[config.mk]
export PLATFORM = sky130hd
export DESIGN_NAME = axi_lite_ram_responder
export DESIGN_NICKNAME = d
export VERILOG_FILES = /design/src/rtl/axi_lite_ram_responder.sv
export SDC_FILE = /design/constraint.sdc
export NUM_CORES = 2
export LEC_CHECK = 0
export CAP_MARGIN = 5
export CORE_MARGIN = 5
export CORE_UTILIZATION = 60
export CTS_BUF_LIST = sky130_fd_sc_hd__clkbuf_8
export CTS_CLUSTER_DIAMETER = 200
export DETAILED_ROUTE_END_ITERATION = 16
export GPL_TIMING_DRIVEN = 0
export PLACE_DENSITY = 0.77
export SLEW_MARGIN = 20
export SYNTH_ARGS = -nofsm -noshare
export SYNTH_HDL_FRONTEND = slang
export SYNTH_SLANG_ARGS = --single-unit
[constraint.sdc]
create_clock -name clk -period 8.2 [get_ports clk]
set_input_delay 1.64 -clock clk [delete_from_list [all_inputs] [get_ports clk]]
set_output_delay 1.64 -clock clk [all_outputs]
set_load 0.01 [all_outputs]
[src/rtl/axi_lite_ram_responder.sv]
// AXI4-Lite slave backed by a word-addressed RAM for uncached traffic.
// The write and read channels are independent, each with at most one transaction in flight.
module axi_lite_ram_responder #(
    parameter logic [31:0] BASE_ADDR  = 32'h0000_0000,
    parameter int unsigned DEPTH      = 64,
    parameter int unsigned ADDR_WIDTH = 32
) (
    input  logic                  clk,
    input  logic                  rst_n,
    input  logic [ADDR_WIDTH-1:0] s_axi_awaddr,
    input  logic                  s_axi_awvalid,
    output logic                  s_axi_awready,
    input  logic [31:0]           s_axi_wdata,
    input  logic [3:0]            s_axi_wstrb,
    input  logic                  s_axi_wvalid,
    output logic                  s_axi_wready,
    output logic [1:0]            s_axi_bresp,
    output logic                  s_axi_bvalid,
    input  logic                  s_axi_bready,
    input  logic [ADDR_WIDTH-1:0] s_axi_araddr,
    input  logic                  s_axi_arvalid,
    output logic                  s_axi_arready,
    output logic [31:0]           s_axi_rdata,
    output logic [1:0]            s_axi_rresp,
    output logic                  s_axi_rvalid,
    input  logic                  s_axi_rready
);

    localparam int unsigned           IDXW   = $clog2(DEPTH);
    localparam logic [ADDR_WIDTH-1:0] BASE   = ADDR_WIDTH'(BASE_ADDR);
    localparam logic [ADDR_WIDTH-1:0] SPAN   = ADDR_WIDTH'(4 * DEPTH);
    localparam logic [1:0]            OKAY   = 2'b00;
    localparam logic [1:0]            SLVERR = 2'b10;

    typedef enum logic [1:0] {
        W_IDLE,
        W_GOT_ADDR,
        W_GOT_DATA,
        W_RESP
    } wstate_t;

    typedef enum logic {
        R_IDLE,
        R_DATA
    } rstate_t;

    logic [31:0]           r_mem [DEPTH];

    wstate_t               r_wstate;
    logic                  r_awready;
    logic                  r_wready;
    logic                  r_bvalid;
    logic [1:0]            r_bresp;
    logic [ADDR_WIDTH-1:0] r_awaddr;
    logic [31:0]           r_wdata;
    logic [3:0]            r_wstrb;

    rstate_t               r_rstate;
    logic                  r_arready;
    logic                  r_rvalid;
    logic [31:0]           r_rdata;
    logic [1:0]            r_rresp;

    logic                  w_aw_hs;
    logic                  w_w_hs;
    logic                  w_ar_hs;
    logic                  w_commit;
    logic [ADDR_WIDTH-1:0] w_cmt_addr;
    logic [31:0]           w_cmt_data;
    logic [3:0]            w_cmt_strb;
    logic [ADDR_WIDTH-1:0] w_cmt_off;
    logic                  w_cmt_ok;
    logic [IDXW-1:0]       w_cmt_idx;
    logic [ADDR_WIDTH-1:0] w_ar_off;
    logic                  w_ar_ok;
    logic [IDXW-1:0]       w_ar_idx;

    assign w_aw_hs = s_axi_awvalid & r_awready;
    assign w_w_hs  = s_axi_wvalid  & r_wready;
    assign w_ar_hs = s_axi_arvalid & r_arready;

    // Commit operands: whichever half arrives on the committing edge comes straight from the bus.
    always_comb begin
        w_commit   = 1'b0;
        w_cmt_addr = r_awaddr;
        w_cmt_data = r_wdata;
        w_cmt_strb = r_wstrb;
        case (r_wstate)
            W_IDLE: begin
                w_commit   = w_aw_hs & w_w_hs;
                w_cmt_addr = s_axi_awaddr;
                w_cmt_data = s_axi_wdata;
                w_cmt_strb = s_axi_wstrb;
            end
            W_GOT_ADDR: begin
                w_commit   = w_w_hs;
                w_cmt_data = s_axi_wdata;
                w_cmt_strb = s_axi_wstrb;
            end
            W_GOT_DATA: begin
                w_commit   = w_aw_hs;
                w_cmt_addr = s_axi_awaddr;
            end
            default: w_commit = 1'b0;
        endcase
    end

    // Unsigned offset compare also rejects addresses below BASE, since they wrap high.
    assign w_cmt_off = w_cmt_addr - BASE;
    assign w_cmt_ok  = (w_cmt_off < SPAN);
    assign w_cmt_idx = w_cmt_off[IDXW+1:2];

    assign w_ar_off  = s_axi_araddr - BASE;
    assign w_ar_ok   = (w_ar_off < SPAN);
    assign w_ar_idx  = w_ar_off[IDXW+1:2];

    always_ff @(posedge clk) begin
        if (w_commit && w_cmt_ok) begin
            for (int unsigned i = 0; i < 4; i++) begin
                if (w_cmt_strb[i]) begin
                    r_mem[w_cmt_idx][8*i +: 8] <= w_cmt_data[8*i +: 8];
                end
            end
        end
    end

    always_ff @(posedge clk or negedge rst_n) begin
        if (!rst_n) begin
            r_wstate  <= W_IDLE;
            r_awready <= 1'b0;
            r_wready  <= 1'b0;
            r_bvalid  <= 1'b0;
            r_bresp   <= '0;
            r_awaddr  <= '0;
            r_wdata   <= '0;
            r_wstrb   <= '0;
        end else begin
            case (r_wstate)
                W_IDLE: begin
                    if (w_aw_hs && w_w_hs) begin
                        r_wstate  <= W_RESP;
                        r_awready <= 1'b0;
                        r_wready  <= 1'b0;
                        r_bvalid  <= 1'b1;
                        r_bresp   <= w_cmt_ok ? OKAY : SLVERR;
                    end else if (w_aw_hs) begin
                        r_wstate  <= W_GOT_ADDR;
                        r_awaddr  <= s_axi_awaddr;
                        r_awready <= 1'b0;
                        r_wready  <= 1'b1;
                    end else if (w_w_hs) begin
                        r_wstate  <= W_GOT_DATA;
                        r_wdata   <= s_axi_wdata;
                        r_wstrb   <= s_axi_wstrb;
                        r_awready <= 1'b1;
                        r_wready  <= 1'b0;
                    end else begin
                        r_awready <= 1'b1;
                        r_wready  <= 1'b1;
                    end
                end
                W_GOT_ADDR: begin
                    if (w_w_hs) begin
                        r_wstate  <= W_RESP;
                        r_wready  <= 1'b0;
                        r_bvalid  <= 1'b1;
                        r_bresp   <= w_cmt_ok ? OKAY : SLVERR;
                    end
                end
                W_GOT_DATA: begin
                    if (w_aw_hs) begin
                        r_wstate  <= W_RESP;
                        r_awready <= 1'b0;
                        r_bvalid  <= 1'b1;
                        r_bresp   <= w_cmt_ok ? OKAY : SLVERR;
                    end
                end
                W_RESP: begin
                    if (s_axi_bready) begin
                        r_wstate  <= W_IDLE;
                        r_bvalid  <= 1'b0;
                        r_awready <= 1'b1;
                        r_wready  <= 1'b1;
                    end
                end
                default: r_wstate <= W_IDLE;
            endcase
        end
    end

    // Same-edge write to the sampled word is not visible: the RAM update lands after this read.
    always_ff @(posedge clk or negedge rst_n) begin
        if (!rst_n) begin
            r_rstate  <= R_IDLE;
            r_arready <= 1'b0;
            r_rvalid  <= 1'b0;
            r_rdata   <= '0;
            r_rresp   <= '0;
        end else begin
            case (r_rstate)
                R_IDLE: begin
                    if (w_ar_hs) begin
                        r_rstate  <= R_DATA;
                        r_arready <= 1'b0;
                        r_rvalid  <= 1'b1;
                        r_rdata   <= w_ar_ok ? r_mem[w_ar_idx] : '0;
                        r_rresp   <= w_ar_ok ? OKAY : SLVERR;
                    end else begin
                        r_arready <= 1'b1;
                    end
                end
                R_DATA: begin
                    if (s_axi_rready) begin
                        r_rstate  <= R_IDLE;
                        r_rvalid  <= 1'b0;
                        r_arready <= 1'b1;
                    end
                end
                default: r_rstate <= R_IDLE;
            endcase
        end
    end

    assign s_axi_awready = r_awready;
    assign s_axi_wready  = r_wready;
    assign s_axi_bvalid  = r_bvalid;
    assign s_axi_bresp   = r_bresp;
    assign s_axi_arready = r_arready;
    assign s_axi_rvalid  = r_rvalid;
    assign s_axi_rdata   = r_rdata;
    assign s_axi_rresp   = r_rresp;

endmodule

# Word level (Yosys, flattened, before mapping)
# Memories as Yosys holds them, arrays and structs flattened.
# Index checks and enable logic that the tools add are counted.
# word_totals
ramBits	2048
word_cells	104
mem_count	1
input_bits	107
register_bits	112
# classes
order_cmp	2
n_eq_ne	10
bitwise_logic	7
mux	54
n_reduce_logical	17
# mem_list
memory	words	word_bits	rd	rd_ports_with_merged_regs	wr	line_no	source
r_mem	64	32	1	0	1	47	logic [31:0] r_mem [DEPTH];
# ops
operator	n
2-to-1 mux 32 bit	3
< comparator 32 x 9 -> 1 bit (second input constant)	2
2-to-1 mux 1 bit	30
2-to-1 mux 2 bit	11
AND reduction 4 bit	4
!= test 2 bit (second input constant)	6
case mux 1 bit (3 select lines)	3
AND reduction 3 bit	3
nonzero test 3 bit	3
case mux 2 bit (4 select lines)	1
case mux 1 bit (2 select lines)	3
case mux 2 bit (3 select lines)	1
bitwise AND 1 bit	4
equality test 2 bit (second input constant)	2
2-to-1 mux 4 bit	1
!= test 4 bit (second input constant)	1
case mux 1 bit (4 select lines)	1
AND reduction 2 bit	2
OR reduction 2 bit	2
NOT 1 bit	3
equality test 2 x 1 -> 1 bit (second input constant)	1
logical AND 1 bit	2
zero test 2 bit	1

# Depth between registers and ports, before layout
# depth
ltp_word	7
depth_mapped	9
depth_no_buf	7

# Worst setup path after synthesis
# Ideal clock, no wire load.
# synth_path
path_kind	input-to-reg
start	input s_axi_awaddr[20]
end	memory r_mem[10][10], enable pin
n_path_buf	1
cell_stages	6
arrival_ps	3387
setup_time_ps	383
required_time_ps	7817
slack_ps	4429
cell_sequence	nor4_1 nand4_1 o22ai_4 nand3_4 buf_2 nor3_1
# synth_between
elab_chain_len	5
# synth_rtl
element	line_no	source
start: declaration	10	input logic [ADDR_WIDTH-1:0] s_axi_awaddr,
2-to-1 mux 32 bit	88	case (r_wstate)
< comparator 32 x 9 -> 1 bit	110	assign w_cmt_ok = (w_cmt_off < SPAN);
logical AND 1 bit	118	if (w_commit && w_cmt_ok) begin
2-to-1 mux 1 bit	118	
2-to-1 mux 1 bit (implied by the code)	121	r_mem[w_cmt_idx][8*i +: 8] <= w_cmt_data[8*i +: 8];
end: declaration	47	
# No other way between the ends.

# Worst setup path after layout
# layout_path
start	register r_wstate[0]
end	memory r_mem[38][26], enable pin
# layout_between
elab_chain_len	7
word_cells_on_any_way	13
cone_classes	order compare (1); eq/ne (2); mux (6); reduce/logical (4)
# layout_rtl
element	line_no	source
start: declaration	49	wstate_t r_wstate;
start signal: assignment	129	r_wstate <= W_IDLE;
start signal: assignment	141	r_wstate <= W_RESP;
start signal: assignment	147	r_wstate <= W_GOT_ADDR;
equality test 2 bit or zero test 2 bit (tied branches)	88	
OR reduction 2 bit (no line)	n/a	
2-to-1 mux 32 bit	88	
< comparator 32 x 9 -> 1 bit	110	
logical AND 1 bit	118	
2-to-1 mux 1 bit	118	
2-to-1 mux 1 bit (implied by the code)	121	
# Several ways; a longest one is shown, not always the timed one.

==> out/results.tsv <==
stage	metric	value	unit
run_status	status	completed	
placement	port_buffers	139	
floorplan	start_util	60.28	%
synthesis	synth-edff-count	2048	
finish	drive_gt1_share	30.62	%
placement	placed_cells	5954	
worst_setup_path	critical_path_class	reg -> reg	
min_path	hp-start	s_axi_rvalid	
power_and_ir_drop	irDropWorstVdd	549.3	uV
clocking	clkLatencyLatePin	1.07	ns
global_route	grt_pass1_vias	45460	
synthesis	synth_seq_area_share	76.43	%
power_and_ir_drop	power_density	291.9	nW/um2
global_route	antenna_found_initial	9	
timing	period_needed	5.044	ns
synthesis	synthDistinctLibCells	42	
worst_setup_path	crit_chain	inv_1 > ha_1 > buf_2 > nor2_4 > mux2i_1 > nand3_1 > clkbuf_2 > nor3_2	
synthesis	synth_most_common_cell	edfxtp_1	
timing	finalCritPeriodShare	61.52	%
timing	fin_ws	3.156	ns
global_route	overflow	0	
detailed_routing	first_pass_iters	6	
worst_setup_path	worstPathRequired	8.85	ns
clocking	post-cts-setup-buffer-count	0	
detailed_routing	ant_nets	0	
floorplan	io_pins	148	
worst_setup_path	start_kind	register	
finish	fin_cells	6563	
timing	finClkSkew	0.08475	ns
synthesis	synthArstFlopShare	5.009	%
floorplan	dieWidth	384.2	um
finish	multi_input_area	19700	um2
worst_setup_path	cp_top_family	simple AND/OR/NAND/NOR gates	
detailed_routing	first_iter_violations	7544	
floorplan	coreArea	139400	um2
detailed_routing	num_vias	45920	
timing	fin_tns_setup	0	ns
global_route	grt_max_degree	72	
worst_setup_path	worstPathArrival	5.70	ns
run	max-cap-violations	0	
clocking	cts_resized	0	
worst_setup_path	cpPeakStageDelay	0.98	ns
placement	gp_congestion	0.9484	
worst_setup_path	cpMaxStageDelayCell	nor3_2	
synthesis	avgSynthCellArea	21.61	um2
worst_setup_path	end_kind	register	
global_route	grt_pass1_wl	342.2	mm
worst_setup_path	crit_buf_inv	3	
power_and_ir_drop	power.leakage	30.56	nW
timing	whs	0.4782	ns
synthesis	ys.warnings.count	0	
worst_setup_path	r2r_start	r_wstate[0]	
clocking	ctsHoldBuffers	0	
timing	tightest_slew	1.344	ns
synthesis	synth_top_cell_area_share	73.21	%
synthesis	synthCells	3888	
timing	rsz0062_at_grt	false	
detailed_routing	wl_per_cell	37.53	um
clocking	cts-root-buf	clkbuf_8	
timing	hold_violations	0	
synthesis	synth_area_leaders	edfxtp_1, mux4_2, dfrtp_1, mux2i_1, a22oi_1	
detailed_routing	vias_per_cell	6.996	
placement	hpwlAfterDp	163.6	mm
detailed_routing	drt-total-wl	246.3	mm
worst_setup_path	regToRegSetupSlack	3.16	ns
synthesis	synth_ff_type	edfxtp_1	
finish	seqCellArea	64200	um2
synthesis	ys_ff_latch	2156	
worst_setup_path	startpoint	r_wstate[0]	
floorplan	die_y	384.2	um
clocking	clk_path_buf_depth	4	
finish	finalNetCount	4541	
timing	max_freq	198.2	MHz
clocking	cts_buffers	347	
synthesis	yosysTopAreaCell	edfxtp_1	
floorplan	die_area	147600	um2
timing	relSlewSlack	10.40	%
worst_setup_path	crit_fanout	10	
placement	place_ws	2.416	ns
synthesis	netlist_area	84000	um2
synthesis	yosys-top-cells-count	edfxtp_1, mux4_2, nor3_1	
clocking	tritoncts	built	
timing	setup_violations	0	
min_path	hp-class	reg -> reg	
finish	n_fill_cell	8343	
detailed_routing	route.detailed.drc	0	
global_route	track_usage	33.85	%
clocking	cts.sinks	2156	
timing	drv_slew	0	
clocking	cts.clk_slew.worst_paths	0.07	ns
floorplan	placementRows	137	
finish	syn_to_final_growth	13.31	%
clocking	htreeDepth	5	
[worst register-to-register path: cells and delay by family (launching register included)]
family	cells	cell delay, ns
AND/OR/NAND/NOR	3	2.27
buffers and inverters	3	1.08
flip-flops	1	0.48
multiplexers	1	0.63
adder cells (fa/ha/maj)	1	0.20
[cell usage in the layout (no fill, tap or decap), drive strengths merged, types with 13 or more instances in the layout]
cell type	netlist	layout
nor3	178	178
nor4	23	23
nand2	98	98
clkinv	0	111
a22oi	161	161
nand3	85	85
o21ai	14	14
clkdlybuf4s50	0	138
inv	5	127
mux4	544	544
mux2	107	107
clkbuf	110	464
mux2i	133	133
nor2	96	96
edfxtp	2048	2048
diode	0	13
dfrtp	108	108
buf	133	185
[where the power goes]
group	switching [W]	leakage, nW	internal, W	total [W]
registers	0.000109	19.8	0.0144	0.0145
logic	0.00419	7.28	0.000949	0.00514
clock network	0.00415	3.47	0.00402	0.00817
[final timing paths]
check	end	cells past startpoint
setup / recovery	r_mem[38][26]	8
hold / removal	s_axi_rvalid	2
setup reg to reg	r_mem[38][26]	8
hold reg to reg	s_axi_rvalid	2
max in group asynchronous	s_axi_rvalid	2
min in group asynchronous	r_wdata[14]	1
[routing by layer]
layer	GRT usage [%]	up-vias	part of all wire, %	wire (um)
met5	0	-	0.065	161
met4	19.39	4	7.0	17170
met3	12.44	847	16	38430
met2	49.56	4196	45	111100
met1	44.44	23400	32	79500
li1	-	17470	-	-
[final cells by class]
class	instances	area share, %
sequential	2156	67.45
multi-input combinational	1485	20.70
clock buffer	354	5.119
tap	1876	2.466
timing repair buffer	190	1.935
buffer	243	1.191
clock inverter	241	1.087
antenna	13	0.03418
inverter	5	0.01972
[registers in the layout (all words and copies together) (netlist names), 2 cells and up]
signal       flops
r_mem         2048
r_wstrb          4
r_awaddr        30
r_wstate         2
s_axi_rdata     32
r_wdata         32
[metrics by stage]
| stage | util (%) | instance area, um2 | power (W) |
|---|---|---|---|
| 6_report | 68.30 | 95180 | 0.02778 |
| 3_5_place_dp | 63.95 | 89130 | 0.01961 |
| 4_1_cts | 68.19 | 95030 | 0.02754 |
| 2_1_floorplan | - | 84000 | 0.01700 |
| 5_1_grt | 68.28 | 95150 | 0.02844 |
| 3_3_place_gp | 62.96 | 87740 | 0.01918 |
[logic make-up after synthesis]
family | synth area share (%)
DFF | 76.43
muxes | 17.60
other | 0.004464
buffers and inverters | 1.320
adders and majority gates | 0.08937
AOI/OAI and AO/OA | 1.612
and+or+nand+nor | 2.940
Power figures use the tool's default switching activity.
